<file path="src/rtl/br_pkg.sv">
// Branch-resolution constants and predictor types shared by the checkpoint
// buffer and the direction predictor.
package br_pkg;

    localparam int unsigned BHR_W_DEF = 8;

    localparam logic [1:0] BR_NONE       = 2'b00;
    localparam logic [1:0] BR_PR_CORRECT = 2'b01;
    localparam logic [1:0] BR_PR_WRONG   = 2'b10;

    // 2-bit saturating PHT counter state
    typedef enum logic [1:0] {
        P_SNT = 2'b00,
        P_WNT = 2'b01,
        P_WT  = 2'b10,
        P_ST  = 2'b11
    } p_state_t;

endpackage

</file>
<file path="src/rtl/ckpt_ptr.sv">
// Head/tail pointers with wrap bit for the BHR checkpoint ring: occupancy,
// tag liveness and the tail value that a mispredict flush restores.
module ckpt_ptr #(
    parameter  int unsigned DEPTH = 8,
    localparam int unsigned TAG_W = $clog2(DEPTH),
    localparam int unsigned PTR_W = TAG_W + 1
) (
    input  logic             clk,
    input  logic             rst_n,
    input  logic             alloc,
    input  logic             retire,
    input  logic             flush,
    input  logic [TAG_W-1:0] flush_tag,
    input  logic [TAG_W-1:0] chk_tag,
    output logic [TAG_W-1:0] head_idx,
    output logic [TAG_W-1:0] tail_idx,
    output logic             full,
    output logic             empty,
    output logic [PTR_W-1:0] count,
    output logic             tag_live
);

    logic [PTR_W-1:0] head;
    logic [PTR_W-1:0] tail;
    logic [PTR_W-1:0] flush_tail;
    logic [TAG_W-1:0] chk_off;
    logic             flush_wrap;

    always_comb begin
        head_idx   = head[TAG_W-1:0];
        tail_idx   = tail[TAG_W-1:0];
        full       = (head[TAG_W] != tail[TAG_W]) && (head_idx == tail_idx);
        empty      = (head == tail);
        count      = tail - head;
        // a tag is live when its distance from head is below the occupancy
        chk_off    = chk_tag - head_idx;
        tag_live   = ({1'b0, chk_off} < count);
        // tags below head's index belong to the next lap of the ring
        flush_wrap = (flush_tag >= head_idx) ? head[TAG_W] : ~head[TAG_W];
        flush_tail = {flush_wrap, flush_tag} + PTR_W'(1);
    end

    always_ff @(posedge clk or negedge rst_n) begin
        if (!rst_n) begin
            head <= '0;
            tail <= '0;
        end else begin
            if (retire) begin
                head <= head + PTR_W'(1);
            end
            if (flush) begin
                tail <= flush_tail;
            end else if (alloc) begin
                tail <= tail + PTR_W'(1);
            end
        end
    end

endmodule

</file>
<file path="src/rtl/bhr_ckpt_buf.sv">
// Checkpoint buffer for the global BHR: snapshots per in-flight branch, PHT
// update on resolution, BHR repair and younger-entry flush on mispredict.
module bhr_ckpt_buf
    import br_pkg::*;
#(
    parameter  int unsigned BHR_W = BHR_W_DEF,
    parameter  int unsigned DEPTH = 8,
    localparam int unsigned TAG_W = $clog2(DEPTH)
) (
    input  logic             clk,
    input  logic             rst_n,
    input  logic             alloc_i,
    input  logic [BHR_W-1:0] alloc_bhr_i,
    output logic             alloc_rdy_o,
    output logic [TAG_W-1:0] alloc_tag_o,
    input  logic [1:0]       reslv_i,
    input  logic [TAG_W-1:0] reslv_tag_i,
    input  logic             reslv_taken_i,
    output logic             upd_vld_o,
    output logic [BHR_W-1:0] upd_idx_o,
    output logic             upd_taken_o,
    output logic             recov_vld_o,
    output logic [BHR_W-1:0] recov_bhr_o,
    output logic [TAG_W:0]   count_o
);

    logic [BHR_W-1:0] bhr_mem [DEPTH];
    logic [DEPTH-1:0] done;
    logic [TAG_W-1:0] head_idx;
    logic [TAG_W-1:0] tail_idx;
    logic [BHR_W-1:0] res_bhr;
    logic             full;
    logic             empty;
    logic             tag_live;
    logic             res_vld;
    logic             flush;
    logic             alloc_ok;
    logic             retire;

    ckpt_ptr #(.DEPTH(DEPTH)) u_ptr (
        .clk       (clk),
        .rst_n     (rst_n),
        .alloc     (alloc_ok),
        .retire    (retire),
        .flush     (flush),
        .flush_tag (reslv_tag_i),
        .chk_tag   (reslv_tag_i),
        .head_idx  (head_idx),
        .tail_idx  (tail_idx),
        .full      (full),
        .empty     (empty),
        .count     (count_o),
        .tag_live  (tag_live)
    );

    // the redirect that accompanies a flush makes a same-cycle alloc stale
    always_comb begin
        res_vld     = ((reslv_i == BR_PR_CORRECT) || (reslv_i == BR_PR_WRONG)) && tag_live;
        flush       = res_vld && (reslv_i == BR_PR_WRONG);
        alloc_ok    = alloc_i && !full && !flush;
        retire      = !empty && done[head_idx];
        res_bhr     = bhr_mem[reslv_tag_i];
        alloc_rdy_o = !full;
        alloc_tag_o = tail_idx;
    end

    always_ff @(posedge clk) begin
        if (alloc_ok) begin
            bhr_mem[tail_idx] <= alloc_bhr_i;
        end
    end

    // alloc and resolve never target the same slot: a resolving tag is live, tail is not
    always_ff @(posedge clk or negedge rst_n) begin
        if (!rst_n) begin
            done <= '0;
        end else begin
            if (alloc_ok) begin
                done[tail_idx] <= 1'b0;
            end
            if (res_vld) begin
                done[reslv_tag_i] <= 1'b1;
            end
        end
    end

    always_ff @(posedge clk or negedge rst_n) begin
        if (!rst_n) begin
            upd_vld_o   <= 1'b0;
            upd_idx_o   <= '0;
            upd_taken_o <= 1'b0;
            recov_vld_o <= 1'b0;
            recov_bhr_o <= '0;
        end else begin
            upd_vld_o   <= res_vld;
            recov_vld_o <= flush;
            if (res_vld) begin
                upd_idx_o   <= res_bhr;
                upd_taken_o <= reslv_taken_i;
            end
            if (flush) begin
                recov_bhr_o <= {res_bhr[BHR_W-2:0], reslv_taken_i};
            end
        end
    end

endmodule

</file>
<file path="config.mk">
export PLATFORM = sky130hd
export DESIGN_NAME = bhr_ckpt_buf
export DESIGN_NICKNAME = d
export VERILOG_FILES = /design/src/rtl/br_pkg.sv /design/src/rtl/ckpt_ptr.sv /design/src/rtl/bhr_ckpt_buf.sv
export SDC_FILE = /design/constraint.sdc
export NUM_CORES = 1
export LEC_CHECK = 0
export ABC_AREA = 1
export ABC_CLOCK_PERIOD_IN_PS = 7800
export CAP_MARGIN = 30
export CORE_MARGIN = 5
export CORE_UTILIZATION = 35
export CTS_CLUSTER_DIAMETER = 200
export CTS_CLUSTER_SIZE = 25
export DETAILED_ROUTE_END_ITERATION = 6
export PLACE_DENSITY = 0.62
export SYNTH_ARGS = -nofsm -noshare
export SYNTH_HDL_FRONTEND = slang
export SYNTH_SLANG_ARGS = --single-unit
</file>
<file path="constraint.sdc">
create_clock -name clk -period 7.8 [get_ports clk]
set_clock_uncertainty 0.2 [all_clocks]
set_input_delay 1.56 -clock clk [delete_from_list [all_inputs] [get_ports clk]]
set_output_delay 1.56 -clock clk [all_outputs]
set_load 0.02 [all_outputs]
</file>
Word-level counts from Yosys, hierarchy flattened
Memory sizes are Yosys's and may differ from the RTL's.
Cells that the tools add are included.
- flip-flop bits (word level): 35
- RAM bits: 64
- input port bits: 17
- output and inout bits: 27
- logic and storage cells: 56
- memories: 1
- memory list (memory ; words ; bits a word ; rd ports ; clocked after Yosys merged registers in ; write ports ; line ; text):
    bhr_mem ; 8 ; 8 ; 1 ; 0 ; 1 ; bhr_ckpt_buf.sv:27 ; logic [BHR_W-1:0] bhr_mem [DEPTH];
- add/subtract/negate cells: 5
- magnitude comparators: 7
- eq/ne operators: 5
- muxes and demuxes: 13
- bitwise logic cells: 4
- reductions and logical operators: 13
- operator list (cell ; count):
    2-to-1 mux 8 bit ; 2
    adder 4 x 1 -> 4 bit, second input constant ; 3
    less-than comparator 3 x 4 -> 1 bit, second input constant ; 3
    AND 8 bit ; 1
    logical AND 1 bit ; 8
    2-to-1 mux 4 bit ; 2
    NOT 8 bit ; 1
    OR 8 bit ; 1
    demux 1 bit (select 3 bit) ; 2
    greater-or-equal comparator 3 x 1 -> 1 bit, second input constant ; 2
    2-to-1 mux 1 bit ; 6
    equality test 4 bit ; 1
    less-than comparator 3 x 4 -> 1 bit ; 1
    subtractor 4 bit ; 1
    binary-select mux 1 bit (select 3 bit) ; 1
    equality test 3 bit ; 1
    greater-or-equal comparator 3 bit ; 1
    zero test 1 bit ; 3
    subtractor 3 bit ; 1
    equality test 2 x 1 -> 1 bit, second input constant ; 1
    equality test 2 bit, second input constant ; 1
    nonzero test 2 bit ; 1
    logical OR 1 bit ; 1
    != test 1 bit ; 1
    NOT 1 bit ; 1

Longest topological paths before layout
Gate-level depths: netlist (run 1).
- depth in word-level cells: 9
- gate-level depth with buffers: 18
- depth with buffers taken out: 17

Hierarchy
From an unflattened synthesis (run 1), not the netlist that was laid out.
- cell total of the unflattened synthesis: 507
- area total of the unflattened synthesis: 4739.5 µm²
- by module, submodules not included (module ; instances ; cells an instance ; area each (µm²) ; seq. area each (µm²)):
    bhr_ckpt_buf ; 1 ; 404 ; 3938.8 ; 2597.5
    ckpt_ptr ; 1 ; 103 ; 800.8 ; 200.2

Least setup slack after synthesis (run 1)
Ideal clock, no wire load.
- kind: in2reg
- start point: input reslv_tag_i[0]
- end point: memory bhr_mem[1][0] (netlist name) (enable)
- setup time: 0.374 ns
- arrival: 3.723 ns
- data required time: 7.226 ns
- setup slack: 3.503 ns
- cell stages on the path: 14
- buffers on the path: 1
- cells stage by stage: inv_2 -> buf_1 -> ha_1 -> fa_1 -> inv_1 -> ha_1 -> nand2_1 -> nand2_1 -> nand2_1 -> nand2_1 -> nand2_4 -> nand3_4 -> nand2_2 -> nor2_1
- cells in the longest elaborated chain, start to end: 8
- RTL lines (item ; line ; text):
    start: declaration ; bhr_ckpt_buf.sv:17 ; input logic [TAG_W-1:0] reslv_tag_i,
    subtractor 3 bit ; ckpt_ptr.sv:36 ; chk_off = chk_tag - head_idx;
    less-than comparator 3 x 4 -> 1 bit ; ckpt_ptr.sv:37 ; tag_live = ({1'b0, chk_off} < count);
    logical AND 1 bit ; bhr_ckpt_buf.sv:58 ; res_vld = ((reslv_i == BR_PR_CORRECT) || (reslv_i == BR_PR_WRONG)) && tag_live;
    logical AND 1 bit ; bhr_ckpt_buf.sv:59 ; flush = res_vld && (reslv_i == BR_PR_WRONG);
    zero test 1 bit ; bhr_ckpt_buf.sv:60 ; alloc_ok = alloc_i && !full && !flush;
    logical AND 1 bit ; bhr_ckpt_buf.sv:60 ;
    2-to-1 mux 1 bit ; bhr_ckpt_buf.sv:68 ; if (alloc_ok) begin
    2-to-1 mux 1 bit (not written as such) ; bhr_ckpt_buf.sv:69 ; bhr_mem[tail_idx] <= alloc_bhr_i;
    end: declaration ; bhr_ckpt_buf.sv:27 ;
No other way between the ends.

Final worst setup path (run 1)
- start point: input reslv_tag_i[0]
- end point: memory bhr_mem[1][7] (netlist name) (enable)
The elaborated chain is that of the path after synthesis.

==> summary.md, run 1 <==
| Metric | Value |
|---|---|
| Status | complete, no violations |
| Maximum net fanout on the critical path | 38 |
| Synth top cells by count | nand2_1 (85), edfxtp_1 (64), o21ai_0 (49) |
| Dpl cells | 610 |
| Cells after Synth | 407 |
| Placed cell area | 4990 um2 |
| Uppermost layer routed | met4 |
| Core footprint | 12,500 um2 |
| DRT Wirelength | 10,200 um |
| Post-synth EDFFs | 64 |
| Post-synth top flop | edfxtp_1 |
| Iter 0 DRT Violations | 366 |
| CTS Sinks | 99 |
| Power share of the combinational group | 42.1% |
| CTS tree | built |
| Total gr overflow | 0 |
| Number of I/O pins | 44 |
| Via count | 3,078 |
| Detailed Place HPWL | 7430 um |
| R2R depth | 12 |
| Slew headroom | 46.6% |
| Data required, critical path | 7570 ps |
| Switching power total | 828 uW |
| Worst VDD drop | 0.131 mV |
| Measured slew at the worst slew-check pin | 802 ps |
| CTS buffer count | 9 |
| Hold Path End | upd_idx_o[5] |
| Crit path launch type | primary input |
| P_int | 1330 uW |
| DRT met1 WL | 4780 um |
| GRT Overall Usage | 14.4% |
| Clock network power share | 21.4% |
| Placer Congestion | 0.895 |
| Yosys top cell by area | edfxtp_1 |
| Ant diodes | 0 |
| Tcrit/Tclk final | 63.9% |
| Routed wl met3 | 716 um |
| Yosys reg bits | 99 |
| Syn Area/Cell | 10.8 um2 |
| Antenna violations before repair | 0 |
| Cell mode on critical path | nand2_1 |
| First drt pass iteration count | 5 |
| Netlist cell types | 32 |
| DRC viols | 0 |
| Net count after synthesis | 437 |
| Fin cells | 626 |
| # setup viols final | 0 |
| RSZ-0062 raised after global routing | false |
| Post-cts repair resize count | 0 |
| Static leakage | 0.00212 uW |
| Tmin final | 4990 ps |
| Count leader, synth | nand2_1 |
| Fmax | 0.201 GHz |
| Class of the worst hold path | reg2reg |
| Worst-path clk slew | 60 ps |
| Fraction of layout cells with a size suffix above 1 | 8.81% |
| Vias in the first global route | 2,951 |
| Die width | 122 um |
| Post-CTS Setup Bufs | 0 |
| Worst hold slack | 282 ps |
| CP Class | in2reg |
| Global-route wire length before repair | 16,300 um |
| Share of power burned in registers | 36.4% |
| Worst r2r src | u_ptr.tail[0] |
| DR WL met2 | 4660 um |
| Area grow syn2layout | 20.3% |
| Wire length per cell | 16.4 um |
| Yosys warnings | 0 |
| Root buffer cell | clkbuf_16 |
| Slowest stage cell, crit path | nor2_1 |
| Clk_lat worst skew | 340 ps |
| Final Slew Violations | 0 |
| Hold Buf Count CTS | 0 |
| Vias per inst | 4.92 |
| Ranking of synthesized cells by area | edfxtp_1 (44%), dfrtp_1 (20%), nand2_1 (7.2%) |
| CTS HTree Levels | 3 |
| Pwr/cell area | 407 nW/um2 |
| Fin. Hold Viols | 0 |
| Setup crit end kind | flop |
| Post-synthesis async set-or-reset flop share | 35.4% |
| Hold Path Stages | 2 |
| Synthesized cell area | 4420 um2 |
| Setup tns final | 0 ps |
| Final core utilization | 42.4% |
| Top-area cell type share of the netlist area | 43.5% |
| Largest net degree at the start of global routing | 39 |
| Design area | 5310 um2 |
| Total Nets Final | 479 |
| Worst path arrival time | 4750 ps |
| Max clock buf depth | 2 |
| Port Buffers | 43 |
| Die area | 15,000 um2 |
| Starting Density | 35.3% |
| Sw Share | 38.3% |
| Hold path startpoint | upd_idx_o[5] |
| R2R Path End | bhr_mem[1][7] |
| Row cnt | 41 |
| Worst path cell trace | clkdlybuf4s50_1 > buf_4 > inv_2 > ha_1 > fa_1 > inv_1 > ha_1 > nand2_1 > nand2_1 > nand2_1 > nand2_1 > nand2_4 > nand3_4 > nand2_2 > nor2_1 |
| Post-detailed-route count of antenna-violating nets | 0 |
| Max-Cap Viols | 0 |
| Slowest stage delay, CP | 610 ps |
| Reg2Reg Setup Slack | 4120 ps |
| Die height | 122 um |
| Seq/Total Area, Yosys | 63.4% |
## layout by cell type, fill, tap and decap left out, drive strengths merged, types with 5 or more instances in the layout
master / instances
nand3: 16
a21oi: 5
o2111ai: 8
clkbuf: 13
inv: 36
ha: 11
dfrtp: 35
nor2: 38
nand4: 6
edfxtp: 64
o22ai: 5
nand2: 94
o21a: 16
o21ai: 50
clkdlybuf4s50: 42
## critical path, delay by kind of cell
kind,cells,cell delay [ps]
fa+ha+maj,3,980
simple gates,8,1310
buf+inv,4,890
## power groups by stage
stage	Clock (uW)	Combinational (uW)	Sequential [uW]
2_1_floorplan	0	569	828
3_3_place_gp	0	893	797
3_5_place_dp	0	916	797
4_1_cts	473	921	787
5_1_grt	498	1020	803
6_report	463	911	787
## sequential cells by signal, summed over array words and instances (netlist names)
register / count
bhr_mem: 64
done: 8
recov_bhr_o: 8
recov_vld_o: 1
u_ptr.head: 4
u_ptr.tail: 4
upd_idx_o: 8
upd_taken_o: 1
upd_vld_o: 1
## cell families after synthesis
group / synth area share, %
xor gates and xnor gates: 0.992
buffers and inverters: 4.79
and+or+nand+nor: 15.4
DFF: 63.4
AOI/OAI and AO/OA: 11.4
adders and majority gates: 4.02
## routing by layer
layer | global-route usage [%] | vias to the layer above
met5 | 0 | -
met4 | 3.36 | 0
met3 | 3.69 | 6
met2 | 21.7 | 102
met1 | 21.0 | 1490
li1 | - | 1480
## worst max path at each step
| stage | cells past startpoint | slack, ps | to | startpoint |
|---|---|---|---|---|
| floorplan | 14 | 3500 | bhr_mem[1][0] | reslv_tag_i[0] |
| global placement | 15 | 2570 | bhr_mem[1][4] | reslv_tag_i[0] |
| detailed placement | 15 | 2480 | bhr_mem[1][4] | reslv_tag_i[0] |
| global route | 15 | 2560 | bhr_mem[1][4] | reslv_tag_i[0] |
| finish | 15 | 2810 | bhr_mem[1][7] | reslv_tag_i[0] |
| CTS | 15 | 2820 | bhr_mem[1][7] | reslv_tag_i[0] |
## through the flow
| stage | power [uW] | setup slack (ps) |
|---|---|---|
| 3_5_place_dp | 1710 | 2480 |
| 5_1_grt | 2320 | 2560 |
| 4_1_cts | 2180 | 2820 |
| 3_3_place_gp | 1690 | 2570 |
| 2_1_floorplan | 1400 | 3500 |
| 6_report | 2160 | 2810 |
## final cells by class
type | instances | area (um2)
Fill cell | 1231 | 7210
Tap cell | 172 | 215
Sequential cell | 99 | 2800
Timing Repair Buffer | 45 | 440
Clock inverter | 3 | 43.8
Inverter | 35 | 131
Multi-Input combinational cell | 259 | 1410
Clock buffer | 13 | 275
Note: power is estimated with default switching activity, not from simulation.
==> inputs of run 2 (changes only) <==
--- a/config.mk
+++ b/config.mk
@@ -6,14 +6,14 @@
 export NUM_CORES = 1
 export LEC_CHECK = 0
 export ABC_AREA = 1
-export ABC_CLOCK_PERIOD_IN_PS = 7800
+export ABC_CLOCK_PERIOD_IN_PS = 4250
 export CAP_MARGIN = 30
 export CORE_MARGIN = 5
 export CORE_UTILIZATION = 35
 export CTS_CLUSTER_DIAMETER = 200
 export CTS_CLUSTER_SIZE = 25
 export DETAILED_ROUTE_END_ITERATION = 6
-export PLACE_DENSITY = 0.62
+export PLACE_DENSITY = 0.64
 export SYNTH_ARGS = -nofsm -noshare
 export SYNTH_HDL_FRONTEND = slang
 export SYNTH_SLANG_ARGS = --single-unit
==> constraint.sdc (replaced) <==
create_clock -name clk -period 4.25 [get_ports clk]
set_clock_uncertainty 0.2 [all_clocks]
set_input_delay 0.85 -clock clk [delete_from_list [all_inputs] [get_ports clk]]
set_output_delay 0.85 -clock clk [all_outputs]
set_load 0.02 [all_outputs]
==> run 2 against run 1 <==
  * First-iteration DRC count shrank 37%
  * Routed wire length shrank 4.0%
  * Register-to-register slack lost 3200 ps
  * Largest cell class unchanged
  * Largest power group unchanged
==> summary.md, run 2 (synthesis results as in run 1) <==
| Metric | Value |
|---|---|
| Starting Density | 35.3% |
| Placer Congestion | 0.847 |
| Die height | 122 um |
| Worst path arrival time | 3680 ps |
| Worst VDD drop | 0.251 mV |
| Setup tns final | 0 ps |
| Placed cell area | 5060 um2 |
| DRT met1 WL | 4320 um |
| Post-CTS Setup Bufs | 0 |
| Tcrit/Tclk final | 86.3% |
| Root buffer cell | clkbuf_16 |
| RSZ-0062 raised after global routing | false |
| Biggest register | bhr_mem |
| Slowest stage delay, CP | 500 ps |
| Hold Buf Count CTS | 0 |
| Port Buffers | 43 |
| Antenna violations before repair | 0 |
| Measured slew at the worst slew-check pin | 813 ps |
| Uppermost layer routed | met4 |
| Slew headroom | 45.8% |
| Final core utilization | 42.6% |
| Status | complete, no violations |
| Vias in the first global route | 3,116 |
| CP Class | in2reg |
| Core footprint | 12,500 um2 |
| CTS HTree Levels | 3 |
| Crit path launch type | primary input |
| Ant diodes | 0 |
| Iter 0 DRT Violations | 230 |
| Max-Cap Viols | 0 |
| Design area | 5330 um2 |
| Vias per inst | 4.80 |
| Post-detailed-route count of antenna-violating nets | 0 |
| Reg2Reg Setup Slack | 880 ps |
| DR WL met2 | 4630 um |
| Worst-path clk slew | 70 ps |
| Number of I/O pins | 44 |
| GRT Overall Usage | 14.1% |
| Commonest non-fill, non-tap cell in the layout | nand2_1 |
| DRT Wirelength | 9830 um |
| Static leakage | 0.00215 uW |
| CTS tree | built |
| Die width | 122 um |
| Detailed Place HPWL | 6670 um |
| Most frequent cells in the layout | nand2_1 (85), edfxtp_1 (64), o21ai_0 (49), clkdlybuf4s50_1 (42) |
| Maximum net fanout on the critical path | 17 |
| Class of the worst hold path | reg2reg |
| CTS buffer count | 9 |
| Tmin final | 3670 ps |
| Routed wl met3 | 669 um |
| Final Slew Violations | 0 |
| Worst path cell trace | clkdlybuf4s50_1 > inv_2 > ha_1 > fa_1 > inv_1 > ha_1 > nand2_1 > nand2_1 > nand2_1 > nand2_1 > nand2_4 > nand3_4 > nand2_2 > nand2_2 > ha_1 > nand2_1 > o21ai_0 |
| Post-cts repair resize count | 0 |
| Via count | 3,047 |
| Clk_lat worst skew | 350 ps |
| CTS Sinks | 99 |
| Total Nets Final | 488 |
| Die area | 15,000 um2 |
| DRC viols | 0 |
| Total gr overflow | 0 |
| Area grow syn2layout | 20.8% |
| Setup crit end kind | flop |
| Pwr/cell area | 735 nW/um2 |
| Wire length per cell | 15.5 um |
| Max clock buf depth | 2 |
| Fmax | 0.273 GHz |
| Fraction of layout cells with a size suffix above 1 | 10.6% |
| First drt pass iteration count | 4 |
| Max FFs per register | 64 |
| Data required, critical path | 4270 ps |
| Fin. Hold Viols | 0 |
| # setup viols final | 0 |
| Row cnt | 41 |
| Global-route wire length before repair | 16,000 um |
| Largest net degree at the start of global routing | 38 |
| Slowest stage cell, crit path | clkdlybuf4s50_1 |
| Cell mode on critical path | nand2_1 |
==> run 2: cell type report <==
class | count | area, um2
fillers | 1214 | 7180
flip-flops and latches | 99 | 2800
multi-input cells | 259 | 1410
repair buffers | 54 | 508
clock buffers | 10 | 229
well taps | 172 | 215
inverters | 35 | 131
clock inverters | 6 | 45.0
==> run 2: power breakdown <==
group	total [uW]	switching [uW]	internal (uW)
logic	1710	1040	675
registers	1440	150	1290
clock network	769	365	404
==> run 2: layer usage <==
layer	GRT usage (%)	up-vias
met5	0	-
met4	6.37	0
met3	2.40	14
met2	22.8	90
met1	18.6	1445
li1	-	1498
==> run 2: stage by stage <==
| stage | hold WS [ps] | worst slack (ps) | power [uW] | instances |
|---|---|---|---|---|
| after floorplan | 267 | 663 | 2560 | 407 |
| after global placement | 261 | 317 | 3130 | 619 |
| after detailed placement | 265 | 209 | 3180 | 619 |
| after CTS | 283 | 577 | 3960 | 635 |
| after global routing | 310 | 440 | 4200 | 635 |
| final | 277 | 581 | 3920 | 635 |
==> run 2: worst max-delay path, delay by kind of cell <==
kind | cells | cell delay (ps)
fa+ha+maj | 4 | 1290
compound gates | 1 | 90
simple gates | 9 | 830
buf+inv | 3 | 620
==> run 2: final timing paths <==
kind | from | to | depth (start not counted)
max | reslv_tag_i[0] | u_ptr.tail[1] | 17
min | upd_idx_o[5] | upd_idx_o[5] | 2
max reg2reg | u_ptr.tail[0] | u_ptr.tail[1] | 15
min reg2reg | upd_idx_o[5] | upd_idx_o[5] | 2
max in group asynchronous | rst_n | upd_idx_o[7] | 1
min in group asynchronous | rst_n | u_ptr.head[2] | 1
